--- src/rtl/draw_board_if.sv ---
// VGA timing stream: counters, syncs, blanking and colour for one pixel.
interface vga_if;
    logic [10:0] hcount;
    logic [10:0] vcount;
    logic        hsync;
    logic        vsync;
    logic        hblnk;
    logic        vblnk;
    logic [11:0] rgb;

    modport in (
        input hcount, vcount, hsync, vsync, hblnk, vblnk, rgb
    );

    modport out (
        output hcount, vcount, hsync, vsync, hblnk, vblnk, rgb
    );
endinterface

--- src/rtl/draw_board.sv ---
// Battleship-style board overlay: grid, cell status colours, blinking hits
// and a frame-latched cursor drawn on top of a VGA timing stream.
module draw_board #(
    parameter int X_POS        = 0,
    parameter int Y_POS        = 0,
    parameter int COLS         = 12,
    parameter int ROWS         = 12,
    parameter int CELL_LOG2    = 5,
    parameter int BORDER       = 2,
    parameter int MEM_LAT      = 1,
    parameter int BLINK_FRAMES = 16,
    localparam int COL_W       = $clog2(COLS),
    localparam int ROW_W       = $clog2(ROWS),
    localparam int ADDR_W      = COL_W + ROW_W
) (
    input  logic              clk,
    input  logic              rst,
    vga_if.in                 in,
    input  logic [1:0]        cell_status,
    input  logic [COL_W-1:0]  cursor_col,
    input  logic [ROW_W-1:0]  cursor_row,
    input  logic              cursor_en,
    input  logic              blink_en,
    output logic [ADDR_W-1:0] cell_addr,
    vga_if.out                out
);
    localparam int CELL = 1 << CELL_LOG2;
    localparam logic [11:0] X_LO = 12'(X_POS);
    localparam logic [11:0] X_HI = 12'(X_POS + COLS * CELL);
    localparam logic [11:0] Y_LO = 12'(Y_POS);
    localparam logic [11:0] Y_HI = 12'(Y_POS + ROWS * CELL);
    localparam logic [10:0] X_OFS = 11'(X_POS);
    localparam logic [10:0] Y_OFS = 11'(Y_POS);
    localparam logic [CELL_LOG2-1:0] B_IN = CELL_LOG2'(BORDER);
    localparam logic [CELL_LOG2-1:0] B_RING = CELL_LOG2'(BORDER + 2);
    localparam logic [CELL_LOG2-1:0] B_FAR = CELL_LOG2'(CELL - 2);
    localparam logic [COL_W:0] COL_LIM = (COL_W + 1)'(COLS);
    localparam logic [ROW_W:0] ROW_LIM = (ROW_W + 1)'(ROWS);
    localparam logic [7:0] F_LAST = 8'(BLINK_FRAMES - 1);

    typedef struct packed {
        logic [10:0] hcount;
        logic [10:0] vcount;
        logic        hsync;
        logic        vsync;
        logic        hblnk;
        logic        vblnk;
        logic [11:0] rgb;
    } px_t;

    function automatic logic in_span(
        input logic [10:0] v,
        input logic [11:0] lo,
        input logic [11:0] hi
    );
        return ({1'b0, v} >= lo) && ({1'b0, v} < hi);
    endfunction

    px_t cur_px;
    px_t pix;
    px_t out_r;
    px_t dly [MEM_LAT+1];

    logic             vsync_q;
    logic             frame_ev;
    logic             cur_en;
    logic [COL_W-1:0] cur_col;
    logic [ROW_W-1:0] cur_row;
    logic             cur_ok;
    logic [7:0]       frame_cnt;
    logic             phase;

    logic             in_board;
    logic [COL_W-1:0] in_col;
    logic [ROW_W-1:0] in_row;

    logic                 pix_board;
    logic [COL_W-1:0]     pix_col;
    logic [ROW_W-1:0]     pix_row;
    logic [CELL_LOG2-1:0] lx;
    logic [CELL_LOG2-1:0] ly;
    logic                 interior;
    logic                 ring;
    logic [11:0]          rgb_next;

    assign cur_px = {in.hcount, in.vcount, in.hsync, in.vsync,
                     in.hblnk, in.vblnk, in.rgb};
    assign pix = dly[MEM_LAT];
    assign frame_ev = in.vsync && !vsync_q;
    assign cur_ok = cur_en && ({1'b0, cur_col} < COL_LIM)
                           && ({1'b0, cur_row} < ROW_LIM);

    assign out.hcount = out_r.hcount;
    assign out.vcount = out_r.vcount;
    assign out.hsync  = out_r.hsync;
    assign out.vsync  = out_r.vsync;
    assign out.hblnk  = out_r.hblnk;
    assign out.vblnk  = out_r.vblnk;
    assign out.rgb    = out_r.rgb;

    always_comb begin
        in_board = in_span(in.hcount, X_LO, X_HI)
                && in_span(in.vcount, Y_LO, Y_HI);
        in_col = COL_W'((in.hcount - X_OFS) >> CELL_LOG2);
        in_row = ROW_W'((in.vcount - Y_OFS) >> CELL_LOG2);
    end

    // Colour is decided on the delayed pixel, aligned with cell_status.
    always_comb begin
        pix_board = in_span(pix.hcount, X_LO, X_HI)
                 && in_span(pix.vcount, Y_LO, Y_HI);
        pix_col = COL_W'((pix.hcount - X_OFS) >> CELL_LOG2);
        pix_row = ROW_W'((pix.vcount - Y_OFS) >> CELL_LOG2);
        lx = CELL_LOG2'(pix.hcount - X_OFS);
        ly = CELL_LOG2'(pix.vcount - Y_OFS);
        interior = pix_board && (lx >= B_IN) && (ly >= B_IN);
        ring = (lx < B_RING) || (ly < B_RING)
            || (lx >= B_FAR) || (ly >= B_FAR);
        rgb_next = pix.rgb;
        if (interior && !pix.hblnk && !pix.vblnk) begin
            unique case (cell_status)
                2'b00:   rgb_next = 12'hFFF;
                2'b01:   rgb_next = 12'h0F0;
                2'b10:   rgb_next = 12'h00F;
                default: rgb_next = (blink_en && phase) ? 12'hF80 : 12'hF00;
            endcase
            if (cur_ok && ring && cur_col == pix_col && cur_row == pix_row)
                rgb_next = 12'hFF0;
        end
    end

    always_ff @(posedge clk) begin
        if (rst) begin
            cell_addr <= '0;
            vsync_q   <= 1'b0;
            cur_en    <= 1'b0;
            cur_col   <= '0;
            cur_row   <= '0;
            frame_cnt <= '0;
            phase     <= 1'b0;
            out_r     <= '0;
            for (int i = 0; i <= MEM_LAT; i++)
                dly[i] <= '0;
        end else begin
            cell_addr <= in_board ? {in_col, in_row} : '0;
            vsync_q   <= in.vsync;
            if (frame_ev) begin
                cur_en  <= cursor_en;
                cur_col <= cursor_col;
                cur_row <= cursor_row;
                if (frame_cnt == F_LAST) begin
                    frame_cnt <= '0;
                    phase     <= ~phase;
                end else begin
                    frame_cnt <= frame_cnt + 8'd1;
                end
            end
            dly[0] <= cur_px;
            for (int i = 1; i <= MEM_LAT; i++)
                dly[i] <= dly[i-1];
            out_r <= {pix.hcount, pix.vcount, pix.hsync, pix.vsync,
                      pix.hblnk, pix.vblnk, rgb_next};
        end
    end
endmodule

--- src/flat_wrapper.sv ---
// flat-port wrapper written by rule: the top's interface ports become plain ports
module draw_board_flat 
#(
    parameter int X_POS        = 0,
    parameter int Y_POS        = 0,
    parameter int COLS         = 12,
    parameter int ROWS         = 12,
    parameter int CELL_LOG2    = 5,
    parameter int BORDER       = 2,
    parameter int MEM_LAT      = 1,
    parameter int BLINK_FRAMES = 16,
    localparam int COL_W       = $clog2(COLS),
    localparam int ROW_W       = $clog2(ROWS),
    localparam int ADDR_W      = COL_W + ROW_W
)
  (clk, rst, cell_status, cursor_col, cursor_row, cursor_en, blink_en, cell_addr, in_hcount, in_vcount, in_hsync, in_vsync, in_hblnk, in_vblnk, in_rgb, out_hcount, out_vcount, out_hsync, out_vsync, out_hblnk, out_vblnk, out_rgb);
  vga_if in_i ();
  vga_if out_i ();
  input  logic clk;
  input  logic rst;
  input  logic [1:0] cell_status;
  input  logic [COL_W-1:0] cursor_col;
  input  logic [ROW_W-1:0] cursor_row;
  input  logic cursor_en;
  input  logic blink_en;
  output logic [ADDR_W-1:0] cell_addr;
  input wire logic [$bits(in_i.hcount)-1:0] in_hcount;
  input wire logic [$bits(in_i.vcount)-1:0] in_vcount;
  input wire logic [$bits(in_i.hsync)-1:0] in_hsync;
  input wire logic [$bits(in_i.vsync)-1:0] in_vsync;
  input wire logic [$bits(in_i.hblnk)-1:0] in_hblnk;
  input wire logic [$bits(in_i.vblnk)-1:0] in_vblnk;
  input wire logic [$bits(in_i.rgb)-1:0] in_rgb;
  output wire logic [$bits(out_i.hcount)-1:0] out_hcount;
  output wire logic [$bits(out_i.vcount)-1:0] out_vcount;
  output wire logic [$bits(out_i.hsync)-1:0] out_hsync;
  output wire logic [$bits(out_i.vsync)-1:0] out_vsync;
  output wire logic [$bits(out_i.hblnk)-1:0] out_hblnk;
  output wire logic [$bits(out_i.vblnk)-1:0] out_vblnk;
  output wire logic [$bits(out_i.rgb)-1:0] out_rgb;
  assign in_i.hcount = in_hcount;
  assign in_i.vcount = in_vcount;
  assign in_i.hsync = in_hsync;
  assign in_i.vsync = in_vsync;
  assign in_i.hblnk = in_hblnk;
  assign in_i.vblnk = in_vblnk;
  assign in_i.rgb = in_rgb;
  assign out_hcount = out_i.hcount;
  assign out_vcount = out_i.vcount;
  assign out_hsync = out_i.hsync;
  assign out_vsync = out_i.vsync;
  assign out_hblnk = out_i.hblnk;
  assign out_vblnk = out_i.vblnk;
  assign out_rgb = out_i.rgb;
  draw_board #(.X_POS(X_POS), .Y_POS(Y_POS), .COLS(COLS), .ROWS(ROWS), .CELL_LOG2(CELL_LOG2), .BORDER(BORDER), .MEM_LAT(MEM_LAT), .BLINK_FRAMES(BLINK_FRAMES)) u_core (.clk(clk), .rst(rst), .in(in_i), .cell_status(cell_status), .cursor_col(cursor_col), .cursor_row(cursor_row), .cursor_en(cursor_en), .blink_en(blink_en), .cell_addr(cell_addr), .out(out_i));
endmodule
--- config.mk ---
export PLATFORM = sky130hd
export DESIGN_NAME = draw_board_flat
export DESIGN_NICKNAME = d
export VERILOG_FILES = /design/src/rtl/draw_board_if.sv /design/src/rtl/draw_board.sv /design/src/flat_wrapper.sv
export SDC_FILE = /design/constraint.sdc
export NUM_CORES = 1
export LEC_CHECK = 0
export BUFFER_PORTS_ARGS = -buffer_cell sky130_fd_sc_hd__buf_2
export CAP_MARGIN = 10
export CORE_MARGIN = 1
export CORE_UTILIZATION = 47
export CTS_CLUSTER_DIAMETER = 200
export DETAILED_ROUTE_END_ITERATION = 6
export HOLD_SLACK_MARGIN = 0.1
export PLACE_DENSITY = 0.83
export RECOVER_POWER = 100
export REMOVE_ABC_BUFFERS = 1
export SYNTH_ARGS = -nofsm -noshare
export SYNTH_HDL_FRONTEND = slang
export SYNTH_SLANG_ARGS = --single-unit
--- constraint.sdc ---
create_clock -name clk -period 1.6 [get_ports clk]
set_input_delay 0.48 -clock clk [delete_from_list [all_inputs] [get_ports clk]]
set_output_delay 0.48 -clock clk [all_outputs]
set_load 0.03 [all_outputs]
==> results of run 1 <==
## path summary, 6_finish.rpt
check	start	endpoint	slack, ns	cells past startpoint
setup / recovery	u_core.dly[0][64]$_SDFF_PP0_	u_core.out.rgb[11]$_SDFF_PP0_	-0.25	5
hold / removal	in_rgb[3]	u_core.dly[0][3]$_SDFF_PP0_	0.18	2
setup reg to reg	u_core.dly[0][64]$_SDFF_PP0_	u_core.out.rgb[11]$_SDFF_PP0_	-0.25	5
hold reg to reg	u_core.dly[0][3]$_SDFF_PP0_	u_core.dly[0][41]$_SDFF_PP0_	0.43	1
## cell families (layout without fill, tap and decap cells)
logic type,Yosys count,count (layout),share of synthesized area (%)
AOI/OAI and AO/OA,34,34,6.08
xor gates and xnor gates,12,12,2.43
adders and majority gates,5,5,1.45
buffers and inverters,24,150,2.35
DFF,140,140,64.9
and+or+nand+nor,175,175,22.8
## stage by stage
step	utilization (%)	area, µm²	setup WS [ns]	cells
6_report	63.4	5580	-0.247	624
3_3_place_gp	56.7	4990	-0.171	590
4_1_cts	63.2	5570	-0.231	622
2_1_floorplan	-	4240	-0.451	371
3_5_place_dp	56.7	4990	-0.213	590
5_1_grt	63.4	5580	-0.323	624
## cells in the mapped netlist, types with 2 or more instances
cell	n
o22ai_1	2
nor2_1	19
nand2_1	27
o21ai_0	2
and2_1	8
nor2b_1	102
a21oi_1	11
a311oi_1	7
buf_1	2
ha_1	5
nand4_1	5
o21bai_1	2
xor2_1	6
xnor2_1	6
nor4_1	2
nand3_1	2
a32o_1	4
clkbuf_1	15
dfxtp_1	140
or3_1	4
inv_1	5
## per-layer routing
| metal | up-vias | global-route usage [%] | routed length, µm |
|---|---|---|---|
| met1 | 1346 | 18.4 | 3370 |
| li1 | 1497 | - | - |
| met2 | 71 | 29.4 | 4120 |
| met4 | 0 | 9.32 | 123 |
| met5 | - | 0 | 0 |
| met3 | 10 | 6.23 | 296 |
## repair_timing
item / 4_1_cts / 5_1_grt
hold endpoints to repair: 0 / 0
buffers inserted: 0 / 1
setup endpoints to repair: 12 / 12
cloned: 0 / 1
gates resized for setup: 0 / 2
## registers in the layout, indices dropped and copies added (netlist names)
register,cells
u_core.dly,76
u_core.out.vblnk,1
u_core.cell_addr,8
u_core.cur_row,4
u_core.out.hblnk,1
u_core.phase,1
u_core.cur_col,4
u_core.out.vsync,1
u_core.out.hcount,11
u_core.out.vcount,11
u_core.cur_en,1
u_core.frame_cnt,8
u_core.out.rgb,12
u_core.out.hsync,1
## power groups by stage
stage | Combinational, W | Sequential, W | Clock (W)
after CTS | 0.000468 | 0.00368 | 0.00383
after detailed placement | 0.000463 | 0.00376 | 0
final | 0.000471 | 0.00368 | 0.00374
after global placement | 0.000450 | 0.00375 | 0
after global routing | 0.000517 | 0.00369 | 0.00399
after floorplan | 0.000183 | 0.00381 | 0
## layout make-up
cell class | count | share of cell area, %
multi-input cells | 226 | 25.6
flip-flops and latches | 140 | 50.2
repair buffers | 113 | 11.1
well taps | 108 | 2.42
clock inverters | 14 | 2.85
clock buffers | 18 | 7.49
inverters | 5 | 0.336
==> metrics.txt, run 1 <==
outcome finished, violations left; failing checks DRC, setup timing; Post-Syn Instances between 300 and 400; Yosys top cell by area dfxtp_1; clk slew on worst S/H paths roughly 0.060 ns; internal power between 0.006 and 0.007 W; top-area cell type share of the netlist area 64.9%; Die Width 97.9 µm; commonest non-fill, non-tap cell in the layout dfxtp_1; die area ~9600 µm²; Max VDD drop 766 µV; asr flop ratio synth 0%; RSZ-0062 raised after global routing yes; CTS tree done; fmax 541 MHz; Hold WS about 0.18 ns; Syn-to-layout area delta 29.2%; CTS Buf Count 17; post-route setup TNS -2.60 ns; DP Wirelength approximately 5200 µm; CP delay by family, top simple AND/OR/NAND/NOR gates; combinational fraction of design power 6.0%; WP data arrival 2.19 ns; root buf cell clkbuf_8; Final min period 1.85 ns; sequential area share after synthesis 64.9%; Total Routed Length 7910 µm; Starting Density 49.0%; Max Root-Sink Buffers 2; max cap viols 0; buffer and inverter count on the worst path 2; DR iter-0 viols around 140; Fin. Hold Viols 0; first-pass GRT wire length 12600 µm; type of the most critical hold path in -> reg; final period utilization 115%; Post-Synthesis Cell Area roughly 4300 µm²; Post-synth top flop dfxtp_1; FF/Latch Area 2800 µm²; post-synthesis cell type count 35; Synth area leaders dfxtp_1 (65%), nor2b_1 (15%), nand2_1 (2.3%), nor2_1 (1.7%), ha_1 (1.4%); total power roughly 0.008 W; Flop pwr share 46.6%; routability-driven placement congestion ratio 0.758; H-tree depth 4; Core Area 8810 µm²; filler instances 680; Via density between 4 and 5; largest net degree at the start of global routing 54; Clock Power Share 47.4%; P per Cell Area 1420 nW/µm²; slew margin rel. 32.6%; commonest non-fill, non-tap cells in the layout dfxtp_1 (140), nor2b_1 (102), buf_2 (50); gr usage total 17.1%; hold_buf cts 0; Vias 2924; Slowest-stage cell, CP or4_4; EDFF count, synth 0; final setup margin -0.247 ns; yosys warns 0; clk sinks 140; drt first pass iters 7; max incr delay on CP ~0.54 ns; diode count 0; syn avg cell area 11.1 µm²; FP Rows 34; worst-path cell chain or4_4, a2111oi_4, buf_4, clkbuf_16, a311oi_2; I/O Buffers 97; P_leak 2.40 nW; Worst Skew 0.00972 ns; largest fanout on the critical path 10; vias in the first global route about 2800; Setup crit end kind flop; layout net count 560; GRT Residual Overflow 0; CP Class reg -> reg; post-route ant nets 0; DR WL/cell 12.7 µm; Worst-Skew Late Latency 0.50 ns; # setup viols final 12; share of cells above drive strength 1 27.7%; sw frac 22.9%; Slew Viols, Final 0; IO Count 98; initial antenna violation count 0; P_sw 0.00181 W; startpoint types flop; DRC 8; multi-input logic area 1430 µm²; Req. time, crit path just under 2 ns; chip height between 90 and 100 µm; Slew @ Worst Pin 1.01 ns; synthesis-stage register bit count 140
Power figures use the tool's default switching activity.
==> run 2: changes to the inputs <==
--- a/config.mk
+++ b/config.mk
@@ -8,11 +8,12 @@
 export BUFFER_PORTS_ARGS = -buffer_cell sky130_fd_sc_hd__buf_2
 export CAP_MARGIN = 10
 export CORE_MARGIN = 1
-export CORE_UTILIZATION = 47
+export CORE_UTILIZATION = 45
 export CTS_CLUSTER_DIAMETER = 200
 export DETAILED_ROUTE_END_ITERATION = 6
+export GPL_ROUTABILITY_DRIVEN = 0
 export HOLD_SLACK_MARGIN = 0.1
-export PLACE_DENSITY = 0.83
+export PLACE_DENSITY = 0.8
 export RECOVER_POWER = 100
 export REMOVE_ABC_BUFFERS = 1
 export SYNTH_ARGS = -nofsm -noshare
==> run 2 against run 1 <==
Against the previous run: the run ends with setup timing left; die area is 4.4% higher; sequential cell count stayed put; critical path depth is 1 higher; global-route usage is 0.39 points lower.
==> metrics.txt, run 2 (synthesis gave the netlist of run 1 again) <==
Final min period 1.72 ns (-0.127 ns); P_leak 2.44 nW (+1.7%); P per Cell Area 1400 nW/µm² (-0.78%); final setup margin -0.120 ns (+0.127 ns); hold_buf cts 0 (unchanged); filler instances 763 (+12%); DP Wirelength 5400 µm (+4.2%); RSZ-0062 raised after global routing yes; Post-Place Cells 617 (+4.6%); Total Routed Length 7910 µm (about the same); FP Rows 35 (+2.9%); Max Root-Sink Buffers 2 (unchanged); largest net degree at the start of global routing 35 (-35%); DR iter-0 viols 41 (-70%); Core Area 9280 µm² (+5.4%); clk sinks 140 (unchanged); drt first pass iters 4 (-3); gr usage total 16.8% (-0.39 points); Req. time, crit path 2.03 ns (+0.09 ns); Max VDD drop 724 µV (-5.5%); Slowest-stage cell, CP or4_4; IO Count 98 (unchanged); Hold WS 0.171 ns (-0.00905 ns); Biggest register u_core.dly; diode count 0 (unchanged); DR WL/cell 12.2 µm (-4.0%); largest fanout on the critical path 13 (+3); Hold Path Cell Cnt 2 (unchanged); WP data arrival 2.15 ns (-0.04 ns); post-route ant nets 0 (unchanged); layout net count 565 (+0.89%); worst slack, placed -0.217 ns (-0.00412 ns); I/O Buffers 97 (unchanged); total power 0.00795 W (+0.67%); fmax 582 MHz (+7.4%); Via density 4.52 (-3.4%); Slew Viols, Final 0 (unchanged); root buf cell clkbuf_8; commonest non-fill, non-tap cell in the layout dfxtp_1; initial antenna violation count 0 (unchanged); share of cells above drive strength 1 29.4% (+1.7 points); cells on worst reg2reg path 6 (+1); CTS tree done; startpoint types flop; # setup viols final 11 (-1); worst-path cell chain or4_4, a2111oi_4, buf_12, buf_4, o21bai_1, a41oi_1; max reg flops 76 (unchanged); Starting Density 46.5% (-2.5 points); Worst Skew 0.00520 ns (-0.00452 ns); chip height 100 µm (+2.2%); Fin. Hold Viols 0 (unchanged); clk slew on worst S/H paths 0.06 ns (about the same); H-tree depth 4 (unchanged); fin cells 650 (+4.2%); commonest non-fill, non-tap cells in the layout dfxtp_1 (140), nor2b_1 (102), buf_2 (50); Setup crit end kind flop; max incr delay on CP 0.54 ns (about the same); Vias 2941 (+0.58%); CTS Buf Count 17 (unchanged); failing checks setup timing; die area 9990 µm² (+4.4%); Die Width 100 µm (+2.2%); outcome finished, violations left; final period utilization 107% (-7.9 points); Slew @ Worst Pin 0.431 ns (-0.580 ns); DRC 0 (-8); CP Class reg -> reg; first-pass GRT wire length 12500 µm (-0.71%); max cap viols 0 (unchanged); Syn-to-layout area delta 31.1%; GRT Residual Overflow 0 (unchanged); Worst-Skew Late Latency 0.51 ns (about the same); vias in the first global route 2811 (-0.78%); slew margin rel. 71.3% (+39 points); type of the most critical hold path in -> reg
run 2: cell types whose count changed in the layout (fill, tap and decap cells not counted), sizes merged:
cell | before | now
clkbuf | 70 | 68
clkinv | 3 | 5
clkinvlp | 3 | 1
buf | 61 | 68
run 2: final timing paths:
kind,from,to,slack [ns]
hold / removal,in_vcount[2],u_core.dly[0][18]$_SDFF_PP0_,0.17
setup / recovery,u_core.dly[0][64]$_SDFF_PP0_,u_core.out.rgb[7]$_SDFF_PP0_,-0.12
setup reg to reg,u_core.dly[0][64]$_SDFF_PP0_,u_core.out.rgb[7]$_SDFF_PP0_,-0.12
hold reg to reg,u_core.dly[0][2]$_SDFF_PP0_,u_core.dly[0][40]$_SDFF_PP0_,0.43
run 2: worst max-delay path, delay by kind of cell, from the launching register on:
| family | cells | cell delay, ns |
|---|---|---|
| compound gates | 3 | 0.49 |
| simple gates | 1 | 0.54 |
| flops | 1 | 0.31 |
| buf+inv | 2 | 0.31 |
run 2: stage by stage:
stage / area [µm²] / util (%) / TNS, ns
floorplan: 4240 / - / -5.56
global placement: 5050 / 54.4 / -1.44
detailed placement: 5050 / 54.4 / -1.96
CTS: 5670 / 61.1 / -0.855
global route: 5660 / 61.0 / -1.49
finish: 5660 / 61.0 / -0.761
run 2: area by class of cell:
class	count	area [µm²]	area share, %
Clock buffer	18	428	7.56
Clock inverter	14	156	2.76
Inverter	5	18.8	0.331
Multi-Input combinational cell	226	1450	25.6
Sequential cell	140	2800	49.5
Tap cell	129	161	2.85
Timing Repair Buffer	118	643	11.4
run 2: metal layers:
metal | track usage (%) | vias up | routed length (µm)
met4 | 8.92 | 0 | 198
met3 | 5.36 | 18 | 373
met2 | 30.3 | 82 | 4170
li1 | - | 1498 | -
met1 | 17.2 | 1343 | 3170
met5 | 0 | - | 0
run 2: what timing repair did:
action	4_1_cts	5_1_grt
pin swaps	3	0
endpoints found under the setup margin	12	12
gates resized for setup	5	1
gates cloned	0	0
buffers inserted	1	0
run 2: power by group:
part	leakage, nW	total (W)	internal (W)	switching (W)
clock network	0.287	0.00378	0.00229	0.00150
logic	1.01	0.000485	0.000217	0.000268
registers	1.15	0.00368	0.00363	0.0000542
==> run 3: changes to the inputs <==
--- a/config.mk
+++ b/config.mk
@@ -7,13 +7,15 @@
 export LEC_CHECK = 0
 export BUFFER_PORTS_ARGS = -buffer_cell sky130_fd_sc_hd__buf_2
 export CAP_MARGIN = 10
+export CELL_PAD_IN_SITES_DETAIL_PLACEMENT = 1
+export CELL_PAD_IN_SITES_GLOBAL_PLACEMENT = 2
 export CORE_MARGIN = 1
-export CORE_UTILIZATION = 45
+export CORE_UTILIZATION = 30
 export CTS_CLUSTER_DIAMETER = 200
 export DETAILED_ROUTE_END_ITERATION = 6
 export GPL_ROUTABILITY_DRIVEN = 0
 export HOLD_SLACK_MARGIN = 0.1
-export PLACE_DENSITY = 0.8
+export PLACE_DENSITY = 0.83
 export RECOVER_POWER = 100
 export REMOVE_ABC_BUFFERS = 1
 export SYNTH_ARGS = -nofsm -noshare
==> run 3 against run 2 <==
Against the previous run: the run still ends with setup timing left; worst setup slack improved by 0.013 ns; critical path depth fell by 1; sequential power barely moved; wire length rose by 16%; clock skew rose by 0.00057 ns; utilization fell by 20 points; first-iteration DRC count rose by 27%.
==> metrics.txt, run 3 (synthesis gave the netlist of run 1 again) <==
Hold Path Cell Cnt 2 (unchanged); root buf cell clkbuf_16; Worst-Skew Late Latency 0.41 ns (-0.10 ns); startpoint types flop; RSZ-0062 raised after global routing yes; Hold Path End u_core.dly[0][9]$_SDFF_PP0_; # setup viols final 12 (+1); CTS tree done; commonest non-fill, non-tap cells in the layout dfxtp_1 (139), nor2b_1 (102), buf_2 (49); fmax 586 MHz (+0.79%); worst slack, placed -0.238 ns (-0.0206 ns); Die Width 122 µm (+22%); initial antenna violation count 0 (unchanged); Fin. Hold Viols 0 (unchanged); Total Routed Length 9150 µm (+16%); FF/Latch Area 2800 µm² (about the same); IO Count 98 (unchanged); gr usage total 13.7% (-3.1 points); largest fanout on the critical path 15 (+2); GRT Residual Overflow 0 (unchanged); max cap viols 0 (unchanged); launching point of the worst reg2reg path u_core.dly[0][64]$_SDFF_PP0_; Worst Skew 0.00577 ns (+0.000571 ns); DR WL/cell 13.0 µm (+7.3%); layout net count 566 (+0.18%); largest net degree at the start of global routing 40 (+14%); commonest non-fill, non-tap cell in the layout dfxtp_1; share of cells above drive strength 1 26.3% (-3.1 points); max incr delay on CP 0.54 ns (about the same); I/O Buffers 97 (unchanged); failing checks setup timing; terminus of the critical flop-to-flop path u_core.out.rgb[3]$_SDFF_PP0_; WP data arrival 2.01 ns (-0.14 ns); P_leak 2.41 nW (-1.5%); met1 Resource Use GR 15.3% (-1.9 points); die area 14900 µm² (+49%); max reg flops 76 (unchanged); post-route ant nets 0 (unchanged); Max Root-Sink Buffers 2 (unchanged); Via density 4.27 (-5.6%); Slew @ Worst Pin 0.773 ns (+0.342 ns); post-route setup TNS -1.02 ns (-0.264 ns); filler instances 1597 (+110%); Slowest-stage cell, CP or4_4; grt met3 use 5.24% (-0.12 points); chip height 122 µm (+22%); P per Cell Area 1420 nW/µm² (+1.4%); first-pass GRT wire length 15000 µm (+20%); Req. time, crit path 1.90 ns (-0.13 ns); Setup crit end kind flop; reg-to-reg slack, setup -0.11 ns (about the same); slew margin rel. 48.4% (-23 points); Final min period 1.71 ns (-0.0135 ns); diode count 0 (unchanged); Starting Density 30.9% (-16 points); vias in the first global route 3111 (+11%); Core Area 14000 µm² (+51%); CTS Buf Count 17 (unchanged); DR iter-0 viols 52 (+27%); type of the most critical hold path in -> reg; Slew Viols, Final 0 (unchanged); final period utilization 107% (-0.84 points); multi-input logic area 1470 µm² (+0.95%); clk sinks 140 (unchanged); DP Wirelength 6520 µm (+21%); DRC 0 (unchanged); Syn-to-layout area delta 33.1%; final setup margin -0.106 ns (+0.0135 ns); FP Rows 43 (+23%); CP Class reg -> reg; hold path start in_rgb[9]; drt first pass iters 4 (unchanged); Vias 2994 (+1.8%); gr busiest metal met2; Max VDD drop 590 µV (-19%); H-tree depth 4 (unchanged); outcome finished, violations left; worst-path cell chain or4_4, a2111oi_4, buf_12, nor2_4, a32o_1; met2 Use GR 22.5% (-7.9 points); Biggest register u_core.dly; cells on worst reg2reg path 5 (-1); clk slew on worst S/H paths 0.05 ns (about the same)
-- run 3: cell types whose count changed in the layout (fill, tap and decap cells not counted), sizes merged --
cell,before,now
buf,68,63
clkbuf,68,81
inv,11,5
bufinv,2,3
clkinv,5,2
-- run 3: how the worst max path moves through the flow --
stage	from	to	slack, ns	cells after the start
floorplan	u_core.dly[0][64]$_SDFF_PP0_	u_core.out.rgb[0]$_SDFF_PP0_	-0.45	4
global placement	u_core.dly[0][64]$_SDFF_PP0_	u_core.out.rgb[2]$_SDFF_PP0_	-0.19	5
detailed placement	u_core.dly[0][64]$_SDFF_PP0_	u_core.out.rgb[3]$_SDFF_PP0_	-0.24	5
CTS	u_core.dly[0][64]$_SDFF_PP0_	u_core.out.rgb[3]$_SDFF_PP0_	-0.12	5
global route	u_core.dly[0][64]$_SDFF_PP0_	u_core.out.rgb[5]$_SDFF_PP0_	-0.19	5
finish	u_core.dly[0][64]$_SDFF_PP0_	u_core.out.rgb[3]$_SDFF_PP0_	-0.11	5
-- run 3: stage by stage --
stage	cell area [µm²]	total power (W)	utilization [%]	instances	hold WS [ns]
after global placement	5120	0.00423	36.6	668	0.420
final	5750	0.00819	41.1	701	0.276
after detailed placement	5120	0.00425	36.6	668	0.427
after global routing	5750	0.00854	41.1	701	0.262
after CTS	5770	0.00829	41.2	700	0.261
after floorplan	4240	0.00400	-	371	0.414
-- run 3: where the power goes --
group	total (W)	internal, W	switching, W
Sequential	0.00369	0.00363	0.0000562
Clock	0.00401	0.00264	0.00136
Combinational	0.000491	0.000213	0.000278
-- run 3: per-layer routing --
layer	vias to the layer above	part of all wire, %	wire length, µm
li1	1499	-	-
met2	68	51	4680
met1	1409	41	3770
met5	-	0	0
met3	18	5.1	467
met4	0	2.5	227
-- run 3: what timing repair did --
item,4_1_cts,5_1_grt
gates resized for setup,4,6
hold buffers,0,0
endpoints found under the setup margin,12,12
pin swaps,7,1
cloned,0,0
buffers inserted,1,1
-- run 3: worst max-delay path: cells and delay by family (launching register included) --
| family | cells | cell delay (ns) |
|---|---|---|
| flops | 1 | 0.32 |
| buf+inv | 1 | 0.19 |
| compound gates | 2 | 0.49 |
| simple gates | 2 | 0.59 |
-- run 3: final cells by class --
type / count / area share (%)
Sequential cell: 140 / 48.8
Timing Repair Buffer: 119 / 10.8
Inverter: 5 / 0.327
Tap cell: 180 / 3.92
Clock inverter: 6 / 1.87
Clock buffer: 25 / 8.80
Multi-Input combinational cell: 226 / 25.5
